### src/rtl/rs_pkg.sv
// Shared constants and enums for the receive Reconciliation Sublayer.
package rs_pkg;

    localparam logic [7:0] START      = 8'hDF;
    localparam logic [7:0] PREAMBLE   = 8'h55;
    localparam logic [7:0] SEQUENCE   = 8'h59;
    localparam logic [7:0] IDLE       = 8'hE0;
    localparam logic [7:0] SEQ_LOCAL  = 8'h80;
    localparam logic [7:0] SEQ_REMOTE = 8'hC0;

    typedef enum logic [1:0] {
        INIT,
        COUNT,
        FAULT
    } lf_state_t;

    typedef enum logic {
        FT_LOCAL,
        FT_REMOTE
    } fault_type_t;

endpackage

### src/rtl/rs_link_fault.sv
// Link-fault state machine: counts same-type Sequence columns to declare a fault,
// and clears after CLEAR_COLS columns with no Sequence.
module rs_link_fault
    import rs_pkg::*;
#(
    parameter int unsigned FAULT_CNT  = 4,
    parameter int unsigned CLEAR_COLS = 128
) (
    input  logic        rxclk,
    input  logic        reset,
    input  logic        col_valid,
    input  logic        seq_col,
    input  fault_type_t seq_type,
    output logic        local_fault,
    output logic        remote_fault
);

    localparam int unsigned SEQ_W = $clog2(FAULT_CNT + 1);
    localparam int unsigned CNT_W = $clog2(CLEAR_COLS + 1);

    lf_state_t          state;
    fault_type_t        cur_type;
    logic [SEQ_W-1:0]   seq_cnt;
    logic [CNT_W-1:0]   col_cnt;
    logic [SEQ_W-1:0]   seq_inc;
    logic [CNT_W-1:0]   col_inc;

    always_comb begin
        seq_inc = seq_cnt + 1'b1;
        col_inc = (col_cnt == CNT_W'(CLEAR_COLS)) ? col_cnt : col_cnt + 1'b1;
    end

    always_ff @(posedge rxclk or posedge reset) begin
        if (reset) begin
            state        <= INIT;
            cur_type     <= FT_LOCAL;
            seq_cnt      <= '0;
            col_cnt      <= '0;
            local_fault  <= 1'b0;
            remote_fault <= 1'b0;
        end else if (col_valid) begin
            unique case (state)
                INIT: begin
                    if (seq_col) begin
                        cur_type <= seq_type;
                        seq_cnt  <= SEQ_W'(1);
                        col_cnt  <= '0;
                        if (FAULT_CNT <= 1) begin
                            state        <= FAULT;
                            local_fault  <= (seq_type == FT_LOCAL);
                            remote_fault <= (seq_type == FT_REMOTE);
                        end else begin
                            state <= COUNT;
                        end
                    end
                end
                COUNT: begin
                    if (seq_col) begin
                        col_cnt <= '0;
                        if (seq_type == cur_type) begin
                            seq_cnt <= seq_inc;
                            if (seq_inc == SEQ_W'(FAULT_CNT)) begin
                                state        <= FAULT;
                                local_fault  <= (seq_type == FT_LOCAL);
                                remote_fault <= (seq_type == FT_REMOTE);
                            end
                        end else begin
                            cur_type <= seq_type;
                            seq_cnt  <= SEQ_W'(1);
                        end
                    end else if (col_inc == CNT_W'(CLEAR_COLS)) begin
                        state   <= INIT;
                        seq_cnt <= '0;
                        col_cnt <= '0;
                    end else begin
                        col_cnt <= col_inc;
                    end
                end
                FAULT: begin
                    if (seq_col) begin
                        col_cnt <= '0;
                        if (seq_type != cur_type) begin
                            state        <= COUNT;
                            cur_type     <= seq_type;
                            seq_cnt      <= SEQ_W'(1);
                            local_fault  <= 1'b0;
                            remote_fault <= 1'b0;
                        end
                    end else if (col_inc == CNT_W'(CLEAR_COLS)) begin
                        state        <= INIT;
                        seq_cnt      <= '0;
                        col_cnt      <= '0;
                        local_fault  <= 1'b0;
                        remote_fault <= 1'b0;
                    end else begin
                        col_cnt <= col_inc;
                    end
                end
                default: begin
                    state        <= INIT;
                    local_fault  <= 1'b0;
                    remote_fault <= 1'b0;
                end
            endcase
        end
    end

endmodule

### src/rtl/rx_rs_align.sv
// Receive RS front end: packs RATIO input columns per output word, realigning on
// Start so it lands in lane 0, and feeds Sequence columns to the link-fault FSM.
module rx_rs_align
    import rs_pkg::*;
#(
    parameter int unsigned IN_LANES   = 4,
    parameter int unsigned RATIO      = 2,
    parameter int unsigned FAULT_CNT  = 4,
    parameter int unsigned CLEAR_COLS = 128
) (
    input  logic                         rxclk,
    input  logic                         reset,
    input  logic [8*IN_LANES-1:0]        rxd_in,
    input  logic [IN_LANES-1:0]          rxc_in,
    input  logic                         in_valid,
    output logic [8*IN_LANES*RATIO-1:0]  rxd64,
    output logic [IN_LANES*RATIO-1:0]    rxc8,
    output logic                         out_valid,
    output logic                         local_fault,
    output logic                         remote_fault,
    output logic                         align_err
);

    localparam int unsigned COL_W = 8 * IN_LANES;
    localparam int unsigned PH_W  = (RATIO > 1) ? $clog2(RATIO) : 1;

    logic [PH_W-1:0]             phase;
    logic [COL_W*RATIO-1:0]      pack_d, full_d, flush_d;
    logic [IN_LANES*RATIO-1:0]   pack_c, full_c, flush_c;
    logic                        is_start, is_misplaced, is_seq;
    fault_type_t                 seq_type;

    always_comb begin
        is_start = (rxd_in[7:0] == START) && rxc_in[0] &&
                   (rxd_in[15:8] == PREAMBLE) && !rxc_in[1];
        is_misplaced = 1'b0;
        for (int unsigned k = 1; k < IN_LANES; k++) begin
            if ((rxd_in[8*k +: 8] == START) && rxc_in[k]) is_misplaced = 1'b1;
        end
        is_seq = (rxd_in[7:0] == SEQUENCE) && rxc_in[0] && (rxc_in[3:1] == 3'b000) &&
                 (rxd_in[23:8] == 16'h0000) &&
                 ((rxd_in[31:24] == SEQ_LOCAL) || (rxd_in[31:24] == SEQ_REMOTE));
        seq_type = (rxd_in[31:24] == SEQ_REMOTE) ? FT_REMOTE : FT_LOCAL;
    end

    // full_*: word completed by the current column; flush_*: partial word padded with IDLE
    always_comb begin
        full_d  = pack_d;
        full_c  = pack_c;
        flush_d = pack_d;
        flush_c = pack_c;
        for (int unsigned s = 0; s < RATIO; s++) begin
            if (s == 32'(phase)) begin
                full_d[s*COL_W +: COL_W]       = rxd_in;
                full_c[s*IN_LANES +: IN_LANES] = rxc_in;
            end
            if (s >= 32'(phase)) begin
                flush_d[s*COL_W +: COL_W]       = {IN_LANES{IDLE}};
                flush_c[s*IN_LANES +: IN_LANES] = '1;
            end
        end
    end

    always_ff @(posedge rxclk or posedge reset) begin
        if (reset) begin
            phase     <= '0;
            pack_d    <= '0;
            pack_c    <= '0;
            rxd64     <= '0;
            rxc8      <= '0;
            out_valid <= 1'b0;
            align_err <= 1'b0;
        end else begin
            out_valid <= 1'b0;
            align_err <= in_valid && is_misplaced;
            if (in_valid) begin
                if (is_start && (phase != '0)) begin
                    rxd64                 <= flush_d;
                    rxc8                  <= flush_c;
                    out_valid             <= 1'b1;
                    pack_d[COL_W-1:0]     <= rxd_in;
                    pack_c[IN_LANES-1:0]  <= rxc_in;
                    phase                 <= PH_W'(1);
                end else if (32'(phase) == RATIO - 1) begin
                    rxd64     <= full_d;
                    rxc8      <= full_c;
                    out_valid <= 1'b1;
                    phase     <= '0;
                end else begin
                    pack_d[32'(phase)*COL_W +: COL_W]       <= rxd_in;
                    pack_c[32'(phase)*IN_LANES +: IN_LANES] <= rxc_in;
                    phase <= phase + 1'b1;
                end
            end
        end
    end

    rs_link_fault #(
        .FAULT_CNT  (FAULT_CNT),
        .CLEAR_COLS (CLEAR_COLS)
    ) u_link_fault (
        .rxclk        (rxclk),
        .reset        (reset),
        .col_valid    (in_valid),
        .seq_col      (is_seq),
        .seq_type     (seq_type),
        .local_fault  (local_fault),
        .remote_fault (remote_fault)
    );

endmodule

### config.mk
export PLATFORM = sky130hd
export DESIGN_NAME = rx_rs_align
export DESIGN_NICKNAME = d
export VERILOG_FILES = /design/src/rtl/rs_pkg.sv /design/src/rtl/rs_link_fault.sv /design/src/rtl/rx_rs_align.sv
export SDC_FILE = /design/constraint.sdc
export NUM_CORES = 1
export LEC_CHECK = 0
export CAP_MARGIN = 20
export CELL_PAD_IN_SITES_DETAIL_PLACEMENT = 1
export CELL_PAD_IN_SITES_GLOBAL_PLACEMENT = 1
export CORE_UTILIZATION = 40
export CTS_BUF_LIST = sky130_fd_sc_hd__clkbuf_4 sky130_fd_sc_hd__clkbuf_8
export DETAILED_ROUTE_END_ITERATION = 7
export PLACE_DENSITY_LB_ADDON = 0.1
export RECOVER_POWER = 25
export SLEW_MARGIN = 20
export SYNTH_ARGS = -nofsm -noshare
export SYNTH_HDL_FRONTEND = slang
export SYNTH_SLANG_ARGS = --single-unit
### constraint.sdc
create_clock -name rxclk -period 9.2 [get_ports rxclk]
set_input_delay 1.84 -clock rxclk [delete_from_list [all_inputs] [get_ports rxclk]]
set_output_delay 1.84 -clock rxclk [all_outputs]
set_load 0.02 [all_outputs]
==> impl_results.md <==
- Static Leakage: 3.22 nW
- CTS root buffer: clkbuf_8
- Cell Rows: 42
- Combinational power share: 27.7%
- Cell with the most instances after synthesis: nand2_1
- Power Density: 238 nW/um^2
- Share of layout cells above drive strength 1: 13.9%
- Synth top area share: 57.3%
- GRT busiest layer: met2
- Warnings from Yosys: 0
- Hold Crit Class: reg2reg
- Sw frac: 30.5%
- CP startpoint: reset
- Leading area contributor after synthesis: dfrtp_1
- Sequential fraction of the synthesis area: 57.3%
- Final Core Density: 54.4%
- Starting DRT DRC Count: 250
- Post-cts resize count: 0
- Clock Skews: 8.41 ps
- Placed Instance Area: 6850 sq um
- Via count: 4,420
- Final ANT Viol Nets: 0
- Maximum clock frequency: 0.224 GHz
- Post-synth cell types: 56
- Gpl congestion: 0.819
- TritonRoute pass-1 iters: 4
- Most used DFF post-synth: dfrtp_1
- Netlist Area Pre-Place: 5550 sq um
- Worst reg2reg startpoint: u_link_fault.state[1]
- EDFF count, synth: 0
- Final setup vio count: 0
- IO buf count: 114
- CTS clock-pin slew for the worst setup and hold paths: 70 ps
- Area Growth Syn to Fin: 31.3%
- Post-cts hold buffer count: 0
- Failing checks: max-capacitance violations, max-slew violations
- Worst IR Drop VDD: 0.151 mV
- Setup TNS: 0 ps
- DRC: 0
- DIE HEIGHT: 120 um
- DR vias/cell: 5.36
- Die footprint: 14,300 sq um
- Core footprint: 13,400 sq um
- Status: finished, violations left
- Syn nets: 569
- Synth async-reset ratio: 100%
- Min Tclk post-route: 4460 ps
- Final WL: 15.1 mm
- N_diodes: 0
- Final Max Slew Viols: 50
- Maxcap violations: 1
- Initial antenna violation count: 0
- Total gr overflow: 0
- Internal power: 0.00120 W
- Global-route wire length before repair: 25.0 mm
- Switching power: 0.000527 W
- Unrepaired setup endpoints after global routing: false
- Worst Tran Pin Value: 2190 ps
- Pin count of the biggest net entering global routing: 80
- Total power: 0.00173 W
- Synth Area per Inst: 10.6 sq um
- Die Wd: 120 um
- Flop pwr share: 43.7%
- Crit start category: primary input
- Slew headroom: -47.1%
- Min-delay src: pack_d[6]
- Clock H-tree levels: 4
- Layout net count: 682
- Worst-Skew Late Latency: 440 ps
- Dpl hpwl: 10.6 mm
- CTS tree: done
- Synth Instances: 522
- Met3 GRT Util: 6.84%
- Setup Fix Bufs, Post-CTS: 0
- Critical Path AT: 5060 ps
- Longest Clk Path Bufs: 2
- Starting Density: 41.4%
- Clk pwr share: 28.6%
- IO Pins: 115
- Wirelength per Cell: 18.4 um
- Design Area, Final: 7280 sq um
- Met1 usage: 28.7%
- Clk sink count: 127
- FF+latch count, synth: 127
- Final Cycle Share: 48.5%
- Largest cells by area after synthesis: dfrtp_1 (57%), nand2_1 (10%), mux2_2 (7.5%), a22o_1 (2.8%), o22a_1 (1.9%)
- # fillers: 1,492
- Met2 usage: 37.3%
- TritonCTS buffer count: 17
- Gr usage total: 22.9%
- Top cells by count, synth: nand2_1 (151), dfrtp_1 (127), mux2_2 (37), clkbuf_1 (22), a22o_1 (18)
- Critical path type: in2async
- Max FO, Critical Path: 59
- Hold Vio Cnt, Final: 0
- Worst Path Required: 9810 ps
- Vias in the first global route: 4,757
- Hold WS: 469 ps
- Setup crit end kind: asynchronous set/reset pin
-- per-layer routing --
layer / vias to the layer above / routed length [um]
met5: - / 0
met4: 0 / 276
met3: 18 / 783
met2: 89 / 7480
met1: 2266 / 6590
li1: 2047 / -
-- through the flow --
stage	cells	setup WS, ps
after floorplan	522	3980
after global placement	791	4400
after detailed placement	791	4350
after CTS	823	4840
after global routing	824	4330
final	824	4740
-- cells in the final DEF, fill, tap and decap left out, types with 3 or more instances in the layout --
cell,synthesis,final
a31oi_1,4,4
a22o_1,18,18
clkbuf_8,0,21
o2bb2ai_1,4,4
o22a_1,12,12
clkbuf_4,0,6
clkdlybuf4s50_1,0,112
o21ai_0,11,11
o22ai_1,3,3
inv_1,16,14
nand3_1,10,10
or3_1,4,4
mux2_2,37,37
nor3_1,7,7
nor2b_1,4,4
dfrtp_1,127,127
or4_1,4,4
ha_1,8,8
or2_2,3,3
nand2_1,151,149
nor4_1,5,5
nor2_1,15,15
nand4_1,5,5
a21oi_1,6,6
-- critical path, cell delays in order --
cell           delay, ps
dlygate4sd3_1        540
clkinvlp_2          1250
clkbuf_1            1010
buf_16               360
-- power groups by stage --
| stage | combinational, W | clock, W | sequential, W |
|---|---|---|---|
| after floorplan | 0.000142 | 0 | 0.000853 |
| after detailed placement | 0.000482 | 0 | 0.000766 |
| after global placement | 0.000471 | 0 | 0.000762 |
| after CTS | 0.000485 | 0.000513 | 0.000758 |
| after global routing | 0.000514 | 0.000531 | 0.000772 |
| final | 0.000478 | 0.000495 | 0.000756 |
-- kinds of logic after synthesis --
logic type / Yosys count / synth area share (%)
simple gates: 228 / 19.2
mux: 39 / 7.91
xor+xnor: 2 / 0.316
fa+ha+maj: 8 / 1.80
buf+inv: 40 / 2.73
compound gates: 78 / 10.8
flops: 127 / 57.3
-- sequential cells by signal, summed over array words and instances, names as in the netlist --
name and cells:
u_link_fault.seq_cnt 3, u_link_fault.remote_fault 1, phase 1, pack_d 32, out_valid 1, u_link_fault.cur_type 1, u_link_fault.col_cnt 8, u_link_fault.local_fault 1
pack_c 4, rxc8 8, rxd64 64, u_link_fault.state 2, align_err 1
-- worst paths after layout --
kind	endpoint	slack (ps)	depth (start not counted)
min	rxd64[6]	470	2
max reg2reg	u_link_fault.col_cnt[7]	6700	8
min in group asynchronous	rxd64[30]	2430	2
max	rxd64[21]	4740	4
max in group rxclk	pack_d[19]	4840	7
min reg2reg	rxd64[6]	470	2
-- area by class of cell --
cell class | instances | area (sq um) | area share (%)
flip-flops and latches | 127 | 3180 | 43.6
multi-input cells | 355 | 2220 | 30.5
repair buffers | 118 | 1190 | 16.3
clock buffers | 27 | 334 | 4.59
well taps | 176 | 220 | 3.02
clock inverters | 5 | 77.6 | 1.07
inverters | 16 | 61.3 | 0.842
No activity file was read; power rests on OpenSTA's default activity.
